===== src/rtl/sub_seq_ctrl.sv =====
// sub_seq_ctrl: byte-serial sequencer for W=8*NBYTES unsigned subtraction
// on a shared external 8-bit subtractor (sub_8bit), LSB byte first.
// Optional build macro: SUB_SEQ_SAT_EN clamps a borrowing result to zero.
//
// state  | meaning
// -------+-----------------------------------------------------------
// S_IDLE | waiting for start; operands latched on the accepting edge
// S_RUN  | one byte pair per cycle through sub_8bit, borrow chained
// S_DONE | one-cycle done pulse; result/borrow_out valid and held
module sub_seq_ctrl #(
    parameter int NBYTES = 8
) (
    input  logic                  clk,
    input  logic                  rst_n,
    input  logic                  start,
    input  logic [8*NBYTES-1:0]   a_in,
    input  logic [8*NBYTES-1:0]   b_in,
    output logic [7:0]            sub_a,
    output logic [7:0]            sub_b,
    input  logic [7:0]            sub_d,
    input  logic                  sub_bout,
    output logic                  busy,
    output logic                  done,
    output logic [8*NBYTES-1:0]   result,
    output logic                  borrow_out
);

    localparam int W    = 8 * NBYTES;
    localparam int IDXW = (NBYTES > 1) ? $clog2(NBYTES) : 1;

    typedef enum logic [1:0] {
        S_IDLE = 2'd0,
        S_RUN  = 2'd1,
        S_DONE = 2'd2
    } state_t;

    state_t            r_state;
    state_t            w_state_nxt;
    logic [IDXW-1:0]   r_idx;
    logic              r_bin;
    logic [W-1:0]      r_a;
    logic [W-1:0]      r_b;
    logic [W-1:0]      r_result;
    logic              r_borrow;

    logic [7:0]        w_ai;
    logic [7:0]        w_bi;
    logic              w_special;
    logic [7:0]        w_byte;
    logic              w_bin_nxt;
    logic              w_last;

    // Current byte pair and the borrow chain step. When bi==FF with a
    // borrow-in, bi+bin wraps to 0 in 8 bits, so the subtractor output is
    // meaningless: the true difference is ai with a borrow out.
    always_comb begin
        w_ai      = r_a[8*r_idx +: 8];
        w_bi      = r_b[8*r_idx +: 8];
        w_special = (w_bi == 8'hFF) && r_bin;
        w_byte    = w_special ? w_ai : sub_d;
        w_bin_nxt = w_special ? 1'b1 : sub_bout;
        w_last    = (r_idx == IDXW'(NBYTES - 1));
    end

    // State register.
    always_ff @(posedge clk or negedge rst_n) begin
        if (!rst_n) begin
            r_state <= S_IDLE;
        end else begin
            r_state <= w_state_nxt;
        end
    end

    // Next-state and state-decoded outputs.
    always_comb begin
        w_state_nxt = r_state;
        busy        = 1'b0;
        done        = 1'b0;
        sub_a       = 8'h00;
        sub_b       = 8'h00;
        case (r_state)
            S_IDLE: begin
                if (start) begin
                    w_state_nxt = S_RUN;
                end
            end
            S_RUN: begin
                busy  = 1'b1;
                sub_a = w_ai;
                sub_b = w_bi + {7'b0, r_bin};
                if (w_last) begin
                    w_state_nxt = S_DONE;
                end
            end
            S_DONE: begin
                done        = 1'b1;
                w_state_nxt = S_IDLE;
            end
            default: begin
                w_state_nxt = S_IDLE;
            end
        endcase
    end

    // Operand latch, byte index, borrow chain and result assembly.
    always_ff @(posedge clk or negedge rst_n) begin
        if (!rst_n) begin
            r_a      <= '0;
            r_b      <= '0;
            r_idx    <= '0;
            r_bin    <= 1'b0;
            r_result <= '0;
            r_borrow <= 1'b0;
        end else begin
            case (r_state)
                S_IDLE: begin
                    if (start) begin
                        r_a   <= a_in;
                        r_b   <= b_in;
                        r_idx <= '0;
                        r_bin <= 1'b0;
                    end
                end
                S_RUN: begin
                    r_result[8*r_idx +: 8] <= w_byte;
                    r_bin                  <= w_bin_nxt;
                    if (w_last) begin
                        r_idx    <= '0;
                        r_borrow <= w_bin_nxt;
`ifdef SUB_SEQ_SAT_EN
                        if (w_bin_nxt) begin
                            r_result <= '0;
                        end
`endif
                    end else begin
                        r_idx <= r_idx + IDXW'(1);
                    end
                end
                default: begin
                end
            endcase
        end
    end

    assign result     = r_result;
    assign borrow_out = r_borrow;

endmodule

===== config.mk =====
export PLATFORM = sky130hd
export DESIGN_NAME = sub_seq_ctrl
export DESIGN_NICKNAME = d
export VERILOG_FILES = /design/src/rtl/sub_seq_ctrl.sv
export SDC_FILE = /design/constraint.sdc
export NUM_CORES = 1
export LEC_CHECK = 0
export ABC_AREA = 1
export ABC_CLOCK_PERIOD_IN_PS = 4200
export CORE_ASPECT_RATIO = 1.1
export CORE_UTILIZATION = 40
export DETAILED_ROUTE_END_ITERATION = 6
export PLACE_DENSITY = 0.79
export SYNTH_ARGS = -nofsm -noshare
export SYNTH_HDL_FRONTEND = slang
export SYNTH_SLANG_ARGS = --single-unit
export TNS_END_PERCENT = 50

===== constraint.sdc =====
create_clock -name clk -period 4.2 [get_ports clk]
set_input_delay 0.63 -clock clk [delete_from_list [all_inputs] [get_ports clk]]
set_output_delay 0.63 -clock clk [all_outputs]
set_load 0.005 [all_outputs]

==> impl_metrics.ini <==
[critical_path]
crit_buf_inv = 2
crit_path_end_kind = output port
worst_path_max_delay_cell = dfrtp_2
cpPeakStageDelay_ns = 0.57
startpoint_type = flop
cp.depth = 14
critPathMaxFanout = 26
crit_top_cell = nor2_1
worstSetupPathType = reg2out
critPathArrivalTime_ns = 3.28
required_ns = 3.57
path_cells = buf_8 -> nor2_1 -> nor2_1 -> o21ai_0 -> nand3_1 -> and2_1 -> ha_1 -> nand3_1 -> a21oi_1 -> nand2_1 -> nor2_1 -> nor2_1 -> nor2_1 -> clkdlybuf4s50_1
ff2ff_path_depth = 8
path_delay_family = simple AND/OR/NAND/NOR gates

[route]
viasPerCell = 4.92
detailroute.via_count = 8420
drt-total-wl_um = 26200
ant_nets = 0
drt_iter0_drc = 581
drt_pass1_iterations = 5
drc = 0
routedWlPerCell_um = 15.3

[clock_network]
htree_levels = 4
clkTransAtPathRegs_ns = 0.07
cts_tree = done
cts.hold.buffers_added = 0
cts_buffers = 17
cts_setup_buffers = 0
clkSinkCount = 199
cts-root-buf = clkbuf_16
clock_latency_ns = 0.43
clk_path_buf_depth = 2
cts_resized = 0

[synth]
synth_top_area_share_pct = 53.1
synth_seq_cells = 199
yosysMostFrequentCell = nand2_1
synth-async-reset-ratio_pct = 100
synth_warnings = 0
synth_commonest_cells = nand2_1 (495), dfrtp_1 (199), inv_1 (86), nor2_1 (86), nand3_1 (73)
synthCells = 1203
syn_area_um2 = 9380
synth_area_leaders = dfrtp_1 (53%), nand2_1 (20%), nand3_1 (3.9%), inv_1 (3.4%), nor2_1 (3.4%)
ys_seq_area_share_pct = 53.1
synth_cell_types = 29
yosysTopAreaCell = dfrtp_1
synth.avg_cell_area_um2 = 7.80
synth_edf_count = 0
synth-main-ff-cell = dfrtp_1
synth_nets = 1352

[pwr]
swShare_pct = 39.9
p_leak_uw = 0.00608
power_frac_comb_pct = 48.1
seq_power_share_pct = 35.0
peakVddDrop_mv = 0.344
p_per_area_nw_per_um2 = 771
clockPowerShare_pct = 16.9
p_int_uw = 5770
p_sw_uw = 3840

[final_layout]
fillers = 2135
fin_util_pct = 54.4
drive_above_1_share_pct = 6.95
final_net_count = 1548
fin_cells = 1710
diodes = 0
syn_to_final_growth_pct = 32.9

[sta]
slew_headroom_pct = 23.7
worstMarginPinSlew_ns = 1.14
setup_viol = 0
slew_viol_final = 0
hold_violations = 0
layout_min_cycle_time_ns = 3.91
timing.setup.tns_ns = 0
fin_skew_ns = 0.00854
min_period_over_period_pct = 93.1
whs_ns = 0.294
rsz0062_at_grt = false
fmax_mhz = 256

[floorplanning]
io-pin-count = 223
fp-row-count = 58
coreArea_um2 = 22900
die_area_um2 = 24100
die_x_um = 148
start_util_pct = 40.9
die_h_um = 163

[grt]
grt_max_degree = 121
grt_overflow = 0
grt_pass1_wl_um = 42800
grt_usage_pct = 22.8
grt_pass1_vias = 8506
antenna_found_initial = 0

[place]
dp_cells = 1680
place_congestion = 0.918
hpwlAfterDp_um = 19200
port_buffers = 222

[min_path]
min_path_type = in2async

[job]
maxCapViolCount = 0

[outcome]
status = complete, no violations
state kept, by name (all words and copies together) (netlist names):
signal / flops
r_b: 64
result: 64
r_idx: 3
r_state: 2
borrow_out: 1
r_a: 64
r_bin: 1
cells in the final DEF, fill, tap and decap left out, drive strengths merged:
cell | Yosys | layout
nand3 | 73 | 73
a22o | 9 | 9
o21ai | 66 | 66
dfrtp | 199 | 199
ha | 9 | 9
buf | 25 | 19
nand2 | 505 | 505
a31oi | 9 | 9
mux2 | 9 | 9
nor4 | 5 | 5
clkdlybuf4s50 | 0 | 221
o22ai | 1 | 1
nor3 | 7 | 7
nor2 | 88 | 88
or2 | 17 | 17
clkinv | 2 | 8
bufinv | 0 | 2
and2 | 1 | 1
inv | 87 | 90
clkbuf | 39 | 20
a21oi | 52 | 52
final timing paths:
check / start / to / slack [ns]
setup / recovery: r_idx[0] / sub_b[7] / 0.29
hold / removal: rst_n / r_b[18] / 0.29
setup reg to reg: r_idx[1] / result[1] / 1.12
hold reg to reg: r_a[34] / r_a[34] / 0.47
max in group asynchronous: rst_n / r_a[42] / 2.90
min in group clk: r_a[34] / r_a[34] / 0.47
area by class of cell:
cell class                      instances  area [um2]  area share, %
Sequential cell                       199        4980           39.9
Multi-Input combinational cell        851        3810           30.6
Timing Repair Buffer                  241        2390           19.2
Clock buffer                           19         453           3.63
Tap cell                              300         375           3.01
Inverter                               89         337           2.70
Clock inverter                         11         124          0.993
power by group through the flow:
stage | sequential (uW) | clock (uW) | combinational, uW
finish | 3370 | 1620 | 4630
CTS | 3360 | 1650 | 4640
global route | 3460 | 1720 | 5210
detailed placement | 3380 | 0 | 4620
global placement | 3350 | 0 | 4490
floorplan | 3230 | 0 | 2750
metrics by stage:
| step | worst slack (ns) | total power (uW) | instance area (um2) |
|---|---|---|---|
| 5_1_grt | 0.0177 | 10400 | 12500 |
| 6_report | 0.291 | 9610 | 12500 |
| 3_3_place_gp | 0.834 | 7850 | 11900 |
| 3_5_place_dp | 0.714 | 8000 | 11900 |
| 2_1_floorplan | 1.49 | 5980 | 9380 |
| 4_1_cts | 0.247 | 9650 | 12500 |
cell families after synthesis:
group / count (synthesis) / synth area share, %
AOI/OAI and AO/OA: 137 / 7.80
adders and majority gates: 9 / 1.20
buffers and inverters: 153 / 6.55
DFF: 199 / 53.1
muxes: 9 / 1.08
and+or+nand+nor: 696 / 30.3
layer usage:
layer / vias up / part of all wire (%) / GRT usage [%]
met5: - / 0 / 0
met3: 42 / 4.5 / 2.86
met1: 3931 / 43 / 29.6
li1: 4156 / - / -
met2: 291 / 50 / 38.5
met4: 0 / 2.6 / 9.23
(Power assumes the default switching activity.)
